$ cat config.mk
export PLATFORM = sky130hd
export DESIGN_NAME = cgra_noc_iface
export DESIGN_NICKNAME = d
export VERILOG_FILES = /design/src/rtl/cgra_noc_iface.sv
export SDC_FILE = /design/constraint.sdc
export NUM_CORES = 1
export LEC_CHECK = 0
export ABC_AREA = 1
export CAP_MARGIN = 15
export CELL_PAD_IN_SITES_DETAIL_PLACEMENT = 1
export CELL_PAD_IN_SITES_GLOBAL_PLACEMENT = 1
export CORE_MARGIN = 1
export CORE_UTILIZATION = 30
export DETAILED_ROUTE_END_ITERATION = 16
export PLACE_DENSITY_LB_ADDON = 0.1
export SYNTH_ARGS = -nofsm -noshare
export SYNTH_HDL_FRONTEND = slang
export SYNTH_SLANG_ARGS = --single-unit
$ cat constraint.sdc
create_clock -name clk -period 23.3 [get_ports clk]
set_input_delay 6.99 -clock clk [delete_from_list [all_inputs] [get_ports clk]]
set_output_delay 6.99 -clock clk [all_outputs]
set_load 0.03 [all_outputs]
$ cat src/rtl/cgra_noc_iface.sv
// Tile network interface on the router Local port: TX packetizes PE results into
// header flits through a small FIFO; RX filters by address into a 2-entry skid buffer.
module cgra_noc_iface #(
    parameter int DATA_WIDTH    = 32,
    parameter int COORD_WIDTH   = 4,
    parameter int PAYLOAD_WIDTH = 16,
    parameter int X_COORD       = 0,
    parameter int Y_COORD       = 0,
    parameter int TX_DEPTH      = 4,
    parameter int CNT_WIDTH     = 16
) (
    input  logic                         clk,
    input  logic                         rst,
    input  logic [PAYLOAD_WIDTH-1:0]     tx_payload,
    input  logic [COORD_WIDTH-1:0]       tx_dst_x,
    input  logic [COORD_WIDTH-1:0]       tx_dst_y,
    input  logic                         tx_valid,
    output logic                         tx_ready,
    output logic [DATA_WIDTH-1:0]        inj_data,
    output logic                         inj_valid,
    input  logic                         inj_ready,
    input  logic [DATA_WIDTH-1:0]        ej_data,
    input  logic                         ej_valid,
    output logic                         ej_ready,
    output logic [PAYLOAD_WIDTH-1:0]     rx_payload,
    output logic                         rx_valid,
    input  logic                         rx_ready,
    output logic [$clog2(TX_DEPTH):0]    tx_level,
    output logic [CNT_WIDTH-1:0]         tx_count,
    output logic [CNT_WIDTH-1:0]         rx_count,
    output logic [CNT_WIDTH-1:0]         misroute_count,
    output logic                         err_misroute
);
    localparam int AW     = $clog2(TX_DEPTH);
    localparam int LW     = AW + 1;
    localparam int HDR_W  = 2 * COORD_WIDTH;
    localparam int RSVD_W = DATA_WIDTH - HDR_W - PAYLOAD_WIDTH;
    localparam logic [COORD_WIDTH-1:0] MY_X = COORD_WIDTH'(X_COORD);
    localparam logic [COORD_WIDTH-1:0] MY_Y = COORD_WIDTH'(Y_COORD);
    localparam logic [LW-1:0] TX_FULL = LW'(TX_DEPTH);
    // Address match compares only DX/DY; RSVD and payload bits are masked off.
    localparam logic [DATA_WIDTH-1:0] ADDR_MASK  = {{HDR_W{1'b1}}, {(DATA_WIDTH-HDR_W){1'b0}}};
    localparam logic [DATA_WIDTH-1:0] ADDR_MATCH = {MY_X, MY_Y, {(DATA_WIDTH-HDR_W){1'b0}}};

    function automatic logic [CNT_WIDTH-1:0] sat_inc(input logic [CNT_WIDTH-1:0] v, input logic en);
        if (en && (v != {CNT_WIDTH{1'b1}})) begin
            return v + CNT_WIDTH'(1);
        end else begin
            return v;
        end
    endfunction

    logic [DATA_WIDTH-1:0]    tx_mem_r [TX_DEPTH];
    logic [AW-1:0]            tx_wr_ptr_r, tx_rd_ptr_r;
    logic [LW-1:0]            tx_level_r, tx_level_nxt_s;
    logic                     tx_ready_r, inj_valid_r;
    logic [CNT_WIDTH-1:0]     tx_count_r;
    logic                     tx_push_s, tx_pop_s;
    logic [DATA_WIDTH-1:0]    tx_flit_s;

    logic [PAYLOAD_WIDTH-1:0] rx_mem_r [2];
    logic                     rx_wr_ptr_r, rx_rd_ptr_r;
    logic [1:0]               rx_level_r, rx_level_nxt_s;
    logic                     ej_ready_r, rx_valid_r, err_misroute_r;
    logic [CNT_WIDTH-1:0]     rx_count_r, misroute_count_r;
    logic                     ej_hs_s, addr_ok_s, rx_enq_s, rx_drop_s, rx_deq_s;

    assign tx_push_s = tx_valid & tx_ready_r;
    assign tx_pop_s  = inj_valid_r & inj_ready;
    assign tx_flit_s = {tx_dst_x, tx_dst_y, {RSVD_W{1'b0}}, tx_payload};

    assign ej_hs_s   = ej_valid & ej_ready_r;
    assign addr_ok_s = ((ej_data & ADDR_MASK) == ADDR_MATCH);
    assign rx_enq_s  = ej_hs_s & addr_ok_s;
    assign rx_drop_s = ej_hs_s & ~addr_ok_s;
    assign rx_deq_s  = rx_valid_r & rx_ready;

    // Next occupancy of both queues from this cycle's push/pop pair.
    always_comb begin
        tx_level_nxt_s = tx_level_r;
        rx_level_nxt_s = rx_level_r;
        case ({tx_push_s, tx_pop_s})
            2'b10:   tx_level_nxt_s = tx_level_r + LW'(1);
            2'b01:   tx_level_nxt_s = tx_level_r - LW'(1);
            default: tx_level_nxt_s = tx_level_r;
        endcase
        case ({rx_enq_s, rx_deq_s})
            2'b10:   rx_level_nxt_s = rx_level_r + 2'd1;
            2'b01:   rx_level_nxt_s = rx_level_r - 2'd1;
            default: rx_level_nxt_s = rx_level_r;
        endcase
    end

    // TX FIFO; ready/valid flags are registered copies of the next occupancy.
    always_ff @(posedge clk or posedge rst) begin
        if (rst) begin
            for (int i = 0; i < TX_DEPTH; i++) tx_mem_r[i] <= {DATA_WIDTH{1'b0}};
            tx_wr_ptr_r <= {AW{1'b0}};
            tx_rd_ptr_r <= {AW{1'b0}};
            tx_level_r  <= {LW{1'b0}};
            tx_ready_r  <= 1'b0;
            inj_valid_r <= 1'b0;
            tx_count_r  <= {CNT_WIDTH{1'b0}};
        end else begin
            if (tx_push_s) begin
                tx_mem_r[tx_wr_ptr_r] <= tx_flit_s;
                tx_wr_ptr_r           <= tx_wr_ptr_r + AW'(1);
            end
            if (tx_pop_s) begin
                tx_rd_ptr_r <= tx_rd_ptr_r + AW'(1);
            end
            tx_level_r  <= tx_level_nxt_s;
            tx_ready_r  <= (tx_level_nxt_s != TX_FULL);
            inj_valid_r <= (tx_level_nxt_s != {LW{1'b0}});
            tx_count_r  <= sat_inc(tx_count_r, tx_pop_s);
        end
    end

    // RX skid buffer with address filter and drop reporting.
    always_ff @(posedge clk or posedge rst) begin
        if (rst) begin
            rx_mem_r[0]      <= {PAYLOAD_WIDTH{1'b0}};
            rx_mem_r[1]      <= {PAYLOAD_WIDTH{1'b0}};
            rx_wr_ptr_r      <= 1'b0;
            rx_rd_ptr_r      <= 1'b0;
            rx_level_r       <= 2'd0;
            ej_ready_r       <= 1'b0;
            rx_valid_r       <= 1'b0;
            err_misroute_r   <= 1'b0;
            rx_count_r       <= {CNT_WIDTH{1'b0}};
            misroute_count_r <= {CNT_WIDTH{1'b0}};
        end else begin
            if (rx_enq_s) begin
                rx_mem_r[rx_wr_ptr_r] <= ej_data[PAYLOAD_WIDTH-1:0];
                rx_wr_ptr_r           <= ~rx_wr_ptr_r;
            end
            if (rx_deq_s) begin
                rx_rd_ptr_r <= ~rx_rd_ptr_r;
            end
            rx_level_r       <= rx_level_nxt_s;
            ej_ready_r       <= (rx_level_nxt_s != 2'd2);
            rx_valid_r       <= (rx_level_nxt_s != 2'd0);
            err_misroute_r   <= rx_drop_s;
            rx_count_r       <= sat_inc(rx_count_r, rx_deq_s);
            misroute_count_r <= sat_inc(misroute_count_r, rx_drop_s);
        end
    end

    assign tx_ready       = tx_ready_r;
    assign inj_valid      = inj_valid_r;
    assign inj_data       = tx_mem_r[tx_rd_ptr_r];
    assign tx_level       = tx_level_r;
    assign tx_count       = tx_count_r;
    assign ej_ready       = ej_ready_r;
    assign rx_valid       = rx_valid_r;
    assign rx_payload     = rx_mem_r[rx_rd_ptr_r];
    assign rx_count       = rx_count_r;
    assign misroute_count = misroute_count_r;
    assign err_misroute   = err_misroute_r;
endmodule

==> metrics, run 1 <==
die height=178 um; Worst setup SP type=flop; sum of negative setup slack=0 ns; hold bufs inserted after CTS=0; # Post-CTS Setup Buffers=0; hold worst-path end=tx_mem_r[43]; clock-pin slew on the worst setup and hold paths=0.07 ns; unrepaired setup endpoints after global routing=no; Die X=178 um; Layout area overhead=25.6%; Req. time, crit path=16.31 ns; cts bufs inserted=17; PD cells=118 mW/mm^2; Worst Path Arrival=3.29 ns; R2R setup slack=21.21 ns; final hold viol count=0; fin nets=1365; Buffers on Ports=149; via count=7839; top cells by area in the synthesized netlist=dfrtp_1 52%, nand2_1 16%, o21ai_0 8.4%; vias per std cell=4.62; Die Footprint=0.0316 sq mm; Final GP Congestion=0.735; Post-synth top cells=406 x nand2_1, 192 x dfrtp_1, 155 x o21ai_0; # IOs=166; Synth top area share=51.8%; max-cap viol count=0; share of layout cells above drive strength 1=5.36%; Synth Cell Area=0.00927 sq mm; Final Max Tran Viols=0; Hold Path Stages=2; yosys warns=0; Worst Path Buf+Inv=2; Routed Antenna Nets=0; RR Startpoint=inj_valid; CP Max Fanout=26; Core ar.=0.0300 sq mm; post-synthesis sequential area ratio=51.8%; Final Skew=0.00818 ns; LEAKAGE=5.39 nW; TritonCTS clock tree=yes; top-count cell post-synth=nand2_1; Largest delay share family, worst path=buffers and inverters; critical path, cell by cell=inv_1 > o21ai_0 > o22ai_1 > clkdlybuf4s50_1; total grt overflow=0; Residual DRC=0; initial antenna violation count=1; period utilization=44.1%; Clock Path Buffers=2; Tightest Pin Transition=1.00 ns; First DRT Iteration DRCs=462; global-route wire length before repair=42500 um; hpwl dp=16300 um; htree depth=4; fill count=3582; crit path time final=10.28 ns; area of the multi-input gates=0.00386 sq mm; Slew HR=33.3%; starting density of the core=30.9%; Hold Path Class=reg2reg; vias in the first global route=8168; Crit-path slowest cell=inv_1; total track usage=17.1%; Post-Syn Area per Cell=7.96 sq um; clock latency on the worst-skew pair=0.44 ns; Crit Path Class=reg2out; Post-synth EDFFs=0; First-pass DRT Iterations=5; routed length per instance=14.9 um; Max IR drop VDD=66.6 uV; Seq cells post-synth=192; cts repair resizes=0; Clock Tree Root=clkbuf_16; status=completed; Yosys cell types=31; largest net degree at the start of global routing=138; leading area contributor after synthesis=dfrtp_1; Post-synth ARST share=100%; critical path capture point type=output pin; final WL=25300 um; Register Area=0.00480 sq mm; FP Rows=63; final core occ=38.8%; cell count after synthesis=1165; path depth of the worst reg2reg path=10; top_reg_cell synth=dfrtp_1; RR Endpoint=inj_valid; Critical Path Max Stage Delay=0.86 ns; hold path startpoint=tx_mem_r[43]; # clock sinks=192; maximum clock rate=97.2 MHz; Finish-stage setup viols=0
-- where the power goes --
part,switching [mW],total (mW),internal [mW]
clock network,0.134,0.299,0.165
registers,0.0783,0.514,0.435
logic,0.356,0.567,0.211
-- flip-flops by register name, indices dropped and copies added (netlist names) --
register,count
rx_wr_ptr_r,1
misroute_count,16
tx_rd_ptr_r,2
ej_ready,1
rx_valid,1
tx_level,3
tx_count,16
rx_count,16
tx_ready,1
tx_mem_r,96
rx_mem_r,32
tx_wr_ptr_r,2
err_misroute,1
rx_level_r,2
inj_valid,1
rx_rd_ptr_r,1
-- metrics by stage --
stage	total power [mW]	hold slack (ns)	area [sq um]	std cells	worst slack, ns
floorplan	0.874	0.448	9300	1172	11.08
global placement	1.09	0.462	11100	1664	13.40
CTS	1.41	0.487	11600	1696	12.90
detailed placement	1.10	0.468	11100	1664	13.39
finish	1.38	0.482	11600	1697	13.02
global route	1.49	0.503	11600	1696	12.70
-- tightest hold or removal path: cells and delay by family, from the launching register on --
kind,cells,cell delay [ns]
and+or+nand+nor,1,0.05
AOI/OAI and AO/OA,1,0.06
DFF,1,0.34
-- kinds of logic (layout without fill, tap and decap cells) --
kind of cell	count (synthesis)	in the layout	share of synthesized area, %
XOR/XNOR	25	25	2.36
AO/OA/AOI/OAI	219	219	12.3
buffers and inverters	145	279	6.82
other	1	9	0.0405
adder cells (fa/ha/maj)	10	10	1.43
flip-flops	192	192	51.8
AND/OR/NAND/NOR	573	573	25.2
-- cells in the final DEF (no fill, tap or decap), drive strengths merged --
| master | n |
|---|---|
| nand2 | 416 |
| o22ai | 24 |
| diode | 1 |
| ha | 9 |
| xor2 | 12 |
| o21ai | 193 |
| clkdlybuf4s50 | 149 |
| nand3b | 6 |
| xnor2 | 13 |
| clkinv | 8 |
| inv | 91 |
| bufinv | 2 |
| conb | 8 |
| nor3 | 1 |
| dfrtp | 192 |
| fa | 1 |
| clkbuf | 20 |
| nor2 | 113 |
| nand4 | 13 |
| or2 | 1 |
| nand3 | 23 |
| buf | 9 |
| a21oi | 2 |
-- per-layer routing --
layer	track usage, %	routed length, um	part of all wire, %
met1	23.3	12500	49
met5	0	0	0
met2	27.3	11500	46
met3	3.96	1020	4.0
met4	4.02	228	0.90
-- worst max-delay path by stage --
stage	start	to	cells past startpoint
3_3_place_gp	tx_rd_ptr_r[1]	inj_data[1]	4
2_1_floorplan	rst	ej_ready	1
5_1_grt	tx_rd_ptr_r[1]	inj_data[24]	4
6_report	tx_rd_ptr_r[1]	inj_data[24]	4
3_5_place_dp	tx_rd_ptr_r[1]	inj_data[24]	4
4_1_cts	tx_rd_ptr_r[1]	inj_data[24]	4
-- layout make-up --
cell class                      count  area share [%]
Sequential cell                   192            41.3
Multi-Input combinational cell    835            33.1
Timing Repair Buffer              158            13.4
Tap cell                          390            4.19
Clock buffer                       20            3.92
Inverter                           89            2.94
Clock inverter                     12            1.11
Antenna cell                        1          0.0215
No activity file was read; power rests on OpenSTA's default activity.
==> run 2, diff against run 1 <==
- clock period: 23.3 -> 9.55 ns (I/O delays scaled with it)
==> metrics, run 2 (synthesized netlist as in run 1, its figures left out) <==
# clock sinks=192 (unchanged); Internal Pwr Total=1.93 mW (+140%); Buffers on Ports=149 (unchanged); Core ar.=0.0300 sq mm (unchanged); largest net degree at the start of global routing=140 (+1.4%); Layout area overhead=25.2%; vias per std cell=4.64 (+0.53%); final WL=25400 um (+0.36%); Worst Path Arrival=3.30 ns (about the same); worst hold slack=0.484 ns (+0.00239 ns); clock-pin slew on the worst setup and hold paths=0.07 ns (about the same); CP Max Fanout=26 (unchanged); Final Cell Area=0.0116 sq mm (-0.29%); # Post-CTS Setup Buffers=0 (unchanged); commonest non-fill, non-tap cell in the layout=nand2_1; switching part of the total=42.0% (+0.76 points); most frequent cells in the layout=406 x nand2_1, 192 x dfrtp_1, 155 x o21ai_0; biggest regs=tx_mem_r x96, rx_mem_r x32; Placed Area=0.0111 sq mm (unchanged); die height=178 um (unchanged); starting density of the core=30.9% (unchanged); combinational share of power=41.5% (+0.4 points); Seq pwr share=37.7% (+0.5 points); overall power=3.33 mW (+140%); Routed Antenna Nets=0 (unchanged); TritonCTS clock tree=yes; Finish-stage setup viols=0 (unchanged); vias in the first global route=7894 (-3.4%); Req. time, crit path=6.69 ns (-9.62 ns); clock power share=20.8% (-0.9 points); sum of negative setup slack=0 ns (unchanged); hpwl dp=16300 um (-0.12%); initial antenna violation count=1 (unchanged); crit path time final=6.17 ns; status=completed; Final Skew=0.00670 ns (-0.00148 ns); final hold viol count=0 (unchanged); cts repair resizes=0 (unchanged); via count=7876 (+0.47%); max-cap viol count=0 (unchanged); Max IR drop VDD=142 uV (+110%); global-route wire length before repair=42100 um (-1.1%); total track usage=17.1% (+0.029 points); routed length per instance=15.0 um (+0.42%); Slew HR=29.4% (-3.9 points); hold bufs inserted after CTS=0 (unchanged); Biggest register=tx_mem_r; Die X=178 um (unchanged); Hold Path Class=reg2reg; First-pass DRT Iterations=4 (-1); Final GP Congestion=0.738 (+0.53%); First DRT Iteration DRCs=466 (+0.87%); Register Area=0.00480 sq mm (unchanged); share of layout cells above drive strength 1=5.29% (-0.073 points); PD cells=287 mW/mm^2 (+140%); Clock Path Buffers=2 (unchanged); FP Rows=63 (unchanged); critical path capture point type=output pin; area of the multi-input gates=0.00386 sq mm (unchanged); Tightest Pin Transition=1.06 ns (+0.0586 ns); Die Footprint=0.0316 sq mm (unchanged); Worst setup SP type=flop; clock latency on the worst-skew pair=0.44 ns (about the same); Final Max Tran Viols=0 (unchanged); Crit Path Class=reg2out; LEAKAGE=5.35 nW (-0.61%); Clock Tree Root=clkbuf_16; cts bufs inserted=17 (unchanged); # IOs=166 (unchanged); Psw=1.40 mW (+150%); fin nets=1365 (unchanged); total grt overflow=0 (unchanged); Largest register FFs=96 (unchanged); Residual DRC=0 (unchanged); fill count=3576 (-0.17%); htree depth=4 (unchanged); period utilization=64.6%; unrepaired setup endpoints after global routing=no; maximum clock rate=162 MHz
## run 2: final cells by class
| cell class | count | area share (%) |
|---|---|---|
| antenna | 1 | 0.0216 |
| clock inverter | 11 | 0.819 |
| clock buffer | 20 | 3.93 |
| inverter | 89 | 2.95 |
| multi-input combinational | 835 | 33.2 |
| sequential | 192 | 41.4 |
| timing repair buffer | 158 | 13.4 |
| tap | 390 | 4.20 |
## run 2: final timing paths
path	from	endpoint	slack, ns	depth (start not counted)
worst max-delay path	tx_rd_ptr_r[1]	inj_data[29]	3.38	4
worst min register to register	tx_mem_r[94]	tx_mem_r[94]	0.48	2
min in group asynchronous	rst	rx_mem_r[15]	3.08	2
worst min-delay path	tx_mem_r[94]	tx_mem_r[94]	0.48	2
max in group asynchronous	rst	tx_mem_r[40]	5.19	3
worst max register to register	inj_valid	inj_valid	7.44	10
## run 2: metal layers
layer	wire length, um	track usage [%]
met1	12500	23.3
met2	11500	26.8
met3	1050	4.18
met4	323	4.77
met5	0	0
## run 2: stage by stage
stage | setup slack (ns) | instances | utilization, %
6_report | 3.38 | 1696 | 38.6
5_1_grt | 3.10 | 1695 | 38.6
4_1_cts | 3.30 | 1695 | 38.6
3_5_place_dp | 3.81 | 1664 | 36.8
3_3_place_gp | 3.83 | 1664 | 36.8
2_1_floorplan | 1.46 | 1172 | -
## run 2: worst max-delay path, cell delays in order (launching register included)
cell	delay, ns
dfrtp_1	0.79
inv_1	0.89
o21ai_0	0.21
o22ai_1	0.18
clkdlybuf4s50_1	0.78
## run 2: power groups by stage
stage	Clock [mW]	Sequential (mW)	Combinational [mW]
global route	0.756	1.29	1.54
CTS	0.723	1.26	1.41
finish	0.691	1.25	1.38
detailed placement	0	1.27	1.41
global placement	0	1.26	1.39
floorplan	0	1.29	0.845
